==> config.mk <==
export PLATFORM = sky130hd
export DESIGN_NAME = mme_ctrl
export DESIGN_NICKNAME = d
export VERILOG_FILES = /design/src/rtl/mme_pkg.sv /design/src/rtl/mme_ctrl_wdog.sv /design/src/rtl/mme_ctrl.sv
export SDC_FILE = /design/constraint.sdc
export NUM_CORES = 1
export LEC_CHECK = 0
export CAP_MARGIN = 30
export CORE_MARGIN = 2
export CORE_UTILIZATION = 38
export DETAILED_ROUTE_END_ITERATION = 16
export PLACE_DENSITY = 0.74
export SLEW_MARGIN = 20
export SYNTH_ARGS = -nofsm -noshare
export SYNTH_HDL_FRONTEND = slang
export SYNTH_SLANG_ARGS = --single-unit
==> constraint.sdc <==
create_clock -name clk -period 1.4 [get_ports clk]
set_clock_uncertainty 0.2 [all_clocks]
set_input_delay 0.14 -clock clk [delete_from_list [all_inputs] [get_ports clk]]
set_output_delay 0.14 -clock clk [all_outputs]
set_load 0.1 [all_outputs]
==> src/rtl/mme_pkg.sv <==
// Shared types and defaults for the matrix-multiply engine controller.
package mme_pkg;

  // Default systolic array dimension (rows drained per command).
  localparam int unsigned MME_SIZE_DEFAULT = 4;

  // Inner-dimension width carried by a command.
  typedef logic [7:0] width_t;

  // Controller sequence: clear accumulators, launch providers, wait for
  // both providers, flush the array skew, drain result rows, report done.
  typedef enum logic [2:0] {
    S_IDLE,
    S_CLEAR,
    S_LAUNCH,
    S_WAIT,
    S_FLUSH,
    S_DRAIN,
    S_DONE
  } state_t;

endpackage

==> src/rtl/mme_ctrl_wdog.sv <==
// Watchdog counter for the provider wait phase of mme_ctrl.
// load restarts the count, each tick advances it, and expired flags the
// tick that completes TIMEOUT counted cycles.
module mme_ctrl_wdog #(
  parameter int unsigned TIMEOUT = 1024
) (
  input  logic clk,
  input  logic rst_n,
  input  logic load,
  input  logic tick,
  output logic expired
);

  localparam int unsigned CNT_W = (TIMEOUT > 1) ? $clog2(TIMEOUT) : 1;
  localparam logic [CNT_W-1:0] LIMIT = CNT_W'(TIMEOUT - 1);

  logic [CNT_W-1:0] cnt_q;

  // Count ticks since the last load; hold once the limit is reached.
  always_ff @(posedge clk) begin
    if (!rst_n) begin
      cnt_q <= '0;
    end else if (load) begin
      cnt_q <= '0;
    end else if (tick && !expired) begin
      cnt_q <= cnt_q + 1'b1;
    end
  end

  assign expired = tick && (cnt_q == LIMIT);

endmodule

==> src/rtl/mme_ctrl.sv <==
// Sequencer for a SIZE x SIZE systolic matrix-multiply engine.
// Accepts a command, clears the accumulators, starts the A/B data
// providers, waits for both to finish, flushes the array skew, then drains
// SIZE result rows over a valid/ready handshake.
// Optional build macro MME_CTRL_TIMEOUT_EN adds a watchdog on the provider
// wait; on expiry err_o is set and the command is abandoned.
module mme_ctrl
  import mme_pkg::*;
#(
  parameter int unsigned SIZE    = MME_SIZE_DEFAULT,
  parameter int unsigned TIMEOUT = 1024
) (
  input  logic                    clk,
  input  logic                    rst_n,
  input  logic                    cmd_valid_i,
  output logic                    cmd_ready_o,
  input  logic [7:0]              cmd_width_i,
  output logic                    dp_start_o,
  output logic [7:0]              dp_width_o,
  input  logic                    dpa_done_i,
  input  logic                    dpb_done_i,
  output logic                    acc_clear_o,
  output logic                    acc_en_o,
  output logic [$clog2(SIZE)-1:0] rd_row_o,
  output logic                    out_valid_o,
  input  logic                    out_ready_i,
  output logic                    busy_o,
  output logic                    done_o,
  output logic                    err_o
);

  localparam int unsigned ROW_W = $clog2(SIZE);
  localparam logic [ROW_W-1:0] LAST_ROW = ROW_W'(SIZE - 1);

  state_t           state_q;
  state_t           state_d;
  width_t           width_q;
  logic             sticky_a_q;
  logic             sticky_b_q;
  logic [ROW_W-1:0] flush_cnt_q;
  logic [ROW_W-1:0] rd_row_q;
  logic             accept;
  logic             both_done;
  logic             wdog_expired;

  assign accept    = cmd_valid_i && (state_q == S_IDLE);
  // A done seen this cycle counts as well as one captured earlier, so the
  // FSM leaves WAIT on the edge right after the last provider finishes.
  assign both_done = (sticky_a_q || dpa_done_i) && (sticky_b_q || dpb_done_i);

`ifdef MME_CTRL_TIMEOUT_EN
  logic err_q;

  mme_ctrl_wdog #(
    .TIMEOUT (TIMEOUT)
  ) u_wdog (
    .clk     (clk),
    .rst_n   (rst_n),
    .load    (state_q == S_LAUNCH),
    .tick    (state_q == S_WAIT),
    .expired (wdog_expired)
  );

  // Sticky timeout flag: set when a wait is abandoned, cleared by the next accept.
  always_ff @(posedge clk) begin
    if (!rst_n) begin
      err_q <= 1'b0;
    end else if (accept) begin
      err_q <= 1'b0;
    end else if ((state_q == S_WAIT) && !both_done && wdog_expired) begin
      err_q <= 1'b1;
    end
  end

  assign err_o = err_q;
`else
  // TIMEOUT has no consumer without the watchdog.
  logic unused_timeout;
  assign unused_timeout = ^TIMEOUT;
  assign wdog_expired   = 1'b0;
  assign err_o          = 1'b0;
`endif

  // State register.
  always_ff @(posedge clk) begin
    // NOTE: non-blocking assignments so every register samples pre-edge values.
    if (!rst_n) begin
      state_q <= S_IDLE;
    end else begin
      state_q <= state_d;
    end
  end

  // Next-state logic.
  always_comb begin
    // NOTE: default first so no path leaves state_d unassigned (no latch).
    state_d = state_q;
    case (state_q)
      S_IDLE:   if (cmd_valid_i) state_d = (cmd_width_i == 8'd0) ? S_DONE : S_CLEAR;
      S_CLEAR:  state_d = S_LAUNCH;
      S_LAUNCH: state_d = S_WAIT;
      S_WAIT: begin
        if (both_done) begin
          state_d = S_FLUSH;
        end else if (wdog_expired) begin
          state_d = S_IDLE;
        end
      end
      S_FLUSH:  if (flush_cnt_q == LAST_ROW) state_d = S_DRAIN;
      S_DRAIN:  if (out_ready_i && (rd_row_q == LAST_ROW)) state_d = S_DONE;
      S_DONE:   state_d = S_IDLE;
      default:  state_d = S_IDLE;
    endcase
  end

  // Command width latch, provider done capture, flush and row counters.
  always_ff @(posedge clk) begin
    if (!rst_n) begin
      width_q     <= '0;
      sticky_a_q  <= 1'b0;
      sticky_b_q  <= 1'b0;
      flush_cnt_q <= '0;
      rd_row_q    <= '0;
    end else begin
      if (accept) begin
        width_q <= cmd_width_i;
      end

      if (state_q == S_LAUNCH) begin
        sticky_a_q <= 1'b0;
        sticky_b_q <= 1'b0;
      end else if (state_q == S_WAIT) begin
        sticky_a_q <= sticky_a_q || dpa_done_i;
        sticky_b_q <= sticky_b_q || dpb_done_i;
      end

      if (state_q == S_FLUSH) begin
        flush_cnt_q <= flush_cnt_q + 1'b1;
      end else begin
        flush_cnt_q <= '0;
      end

      if (state_q == S_DRAIN) begin
        if (out_ready_i) begin
          rd_row_q <= (rd_row_q == LAST_ROW) ? '0 : rd_row_q + 1'b1;
        end
      end else begin
        rd_row_q <= '0;
      end
    end
  end

  // State-decoded outputs.
  always_comb begin
    cmd_ready_o = 1'b0;
    dp_start_o  = 1'b0;
    acc_clear_o = 1'b0;
    acc_en_o    = 1'b0;
    out_valid_o = 1'b0;
    done_o      = 1'b0;
    busy_o      = (state_q != S_IDLE);
    case (state_q)
      S_IDLE:   cmd_ready_o = 1'b1;
      S_CLEAR:  acc_clear_o = 1'b1;
      S_LAUNCH: begin
        dp_start_o = 1'b1;
        acc_en_o   = 1'b1;
      end
      S_WAIT:   acc_en_o    = 1'b1;
      S_FLUSH:  acc_en_o    = 1'b1;
      S_DRAIN:  out_valid_o = 1'b1;
      S_DONE:   done_o      = 1'b1;
      default:  cmd_ready_o = 1'b0;
    endcase
  end

  assign dp_width_o = width_q;
  assign rd_row_o   = rd_row_q;

endmodule

==> impl_metrics.ini <==
[yosys]
synth_edf_count = 0
synth_cells = 105
yosys.area_share.simple_pct = 28.3
synth_area_um2 = 861
synth_top_area_share_pct = 39.5
synth_compound_area_share_pct = 21.1
ys_seq_elements = 17
muxShareOfSynthArea_pct = 1.16
synth_ff_type = dfxtp_1
syn_nets = 121
yosys-top-cells-area = dfxtp_1 40%, nand2_1 9.6%, a21boi_1 7.0%
ys_types = 34
async_flop_share_pct = 0
yosys.area_share.adder_pct = 2.91
yosysTopAreaCell = dfxtp_1
synth_top_family_by_area = simple AND/OR/NAND/NOR gates
synthXorXnorAreaFrac_pct = 0
seq_area_frac_synth_pct = 39.5
ys.warnings.count = 0
synth.avg_cell_area_um2 = 8.20

[critical_path]
worstPathMaxFanout = 5
critPathMaxStageDelay_ns = 0.39
crit_type = flop to output pin
crit_path_top_delay_cell = or3_4
cp.arrival_ns = 1.41
crit_chain = buf_6 -> or3_4 -> inv_12 -> buf_12
crit_path_end_kind = output pin
cp-start-kind = flop
cp.required_ns = 1.06

[power_and_ir_drop]
totalPowerFinal_mw = 4.67
ir_worst_vdd_mv = 3.35
p_per_area_mw_per_mm2 = 2580
p_leak_nw = 0.757

[clock_network]
path_clk_slew_ns = 0.11
max-clock-path-buffers = 2
insertion_delay_ns = 0.30
root_buffer = clkbuf_4
cts_max_level = 1
cts_tree = done
cts_sinks = 17
cts_made_buffers = 3

[timing]
fin_crit_sh_pct = 125
final.min_clock_period_ns = 1.75
tns_ns = -4.60
worst_slack_ns = -0.353
rsz0062_at_grt = yes
finalMaxSlewViolations = 0
hold_viol = 0
finalSetupViolations = 22
max_freq_ghz = 0.570

[detailed_routing]
route.detailed.drc = 0
vias_per_cell = 5.31
antenna_left = 0
dr.first_iter.drc_count = 29
dr_total_vias = 1009
wire_per_inst_um = 16.6
firstDrtPassIters = 4
postRouteWirelength_um = 3150

[floorplan]
start_util_pct = 39.7
core_mm2 = 0.00217
row_count = 17
dieWidth_um = 51.6
die_y_um = 51.6
dieArea_mm2 = 0.00266
io_pins = 32

[finish]
layout.nets = 179
fin_area_mm2 = 0.00181
fin_util_pct = 83.4
final_common_cell = buf_4
mostFrequentLayoutCells = 20 x buf_4, 17 x buf_12, 12 x nand2_1, 9 x buf_6
areaGrowthSynthToFinish_pct = 110
layout-drive-gt1-share_pct = 63.6
diodes = 0

[run_status]
violations = negative setup slack
status = finished, violations left

[place]
place_ws_ns = -0.469
gp_congestion = 0.810
hpwl_um = 1930
portBuffers = 30
postPlaceCellArea_mm2 = 0.00158

[global_route]
grt_pass1_wl_um = 4430
grt-ovfl-total = 0
grt_max_degree = 11
grt_pass1_vias = 1000
antenna_found_initial = 0
grtUsageTotal_pct = 22.6

[flow_run]
maxCapViolCount = 0

[min_path]
hp-class = primary input to flop
-- repair_timing --
item | 4_1_cts | 5_1_grt
resized for setup | 26 | 23
setup buffers | 4 | 7
pin swaps | 16 | 11
endpoints found under the hold margin | 0 | 0
hold buffers | 0 | 0
endpoints found under the setup margin | 20 | 18
gates cloned | 0 | 0
-- power by group --
group	switching, mW	total, mW	internal (mW)
registers	0.148	0.778	0.630
clock network	0.173	0.279	0.107
logic	2.12	3.61	1.49
total	2.44	4.67	2.23
-- kinds of logic (layout without fill, tap and decap cells) --
kind of cell	after synthesis	after routing
buffers and inverters	11	68
and+or+nand+nor	48	48
DFF	17	17
other	1	1
muxes	1	1
AOI/OAI and AO/OA	25	25
adders and majority gates	2	2
-- layout make-up --
class,instances,area (um2)
sequential,17,369
clock buffer,3,22.5
clock inverter,1,5.00
inverter,4,32.5
tap,28,35.0
multi-input combinational,77,617
fill,131,359
timing repair buffer,60,729
-- through the flow --
stage	hold WS (ns)	instances
2_1_floorplan	0.0674	105
3_3_place_gp	0.208	176
3_5_place_dp	0.219	176
4_1_cts	0.0263	184
5_1_grt	0.0257	190
6_report	0.0298	190
-- synth_stat cells (2+ instances only) --
cell type,number
a21boi_1,8
a21oi_1,7
buf_2,3
clkbuf_1,2
dfxtp_1,17
ha_1,2
inv_1,3
nand2_1,22
nand2b_1,2
nor2_1,10
nor3_1,2
o21ai_0,2
o21ai_1,2
or3_1,2
or4_4,2
-- critical path: cells and delay by family (launching register included) --
family                 cells  cell delay (ns)
and+or+nand+nor            1             0.39
DFF                        1             0.38
buffers and inverters      3             0.34
-- registers in the layout (all words and copies together) (netlist names) --
name and count:
dp_width_o 8, state_q 3, flush_cnt_q 2, rd_row_o 2, sticky_a_q 1, sticky_b_q 1
-- per-layer routing --
metal	share of wire, %	GRT usage (%)
met2	53	40.8
met4	4.7	14.9
met3	6.3	6.03
met5	0	0
met1	36	22.6
-- worst paths after layout --
kind                                      from             end  slack [ns]  cells after the start
worst max register to register      state_q[1]      state_q[0]       -0.23                      7
worst max-delay path                state_q[1]     cmd_ready_o       -0.35                      4
worst min-delay path            cmd_width_i[4]   dp_width_o[4]        0.03                      3
worst min register to register  flush_cnt_q[0]  flush_cnt_q[0]        0.23                      1
No activity file was read; power rests on OpenSTA's default activity.
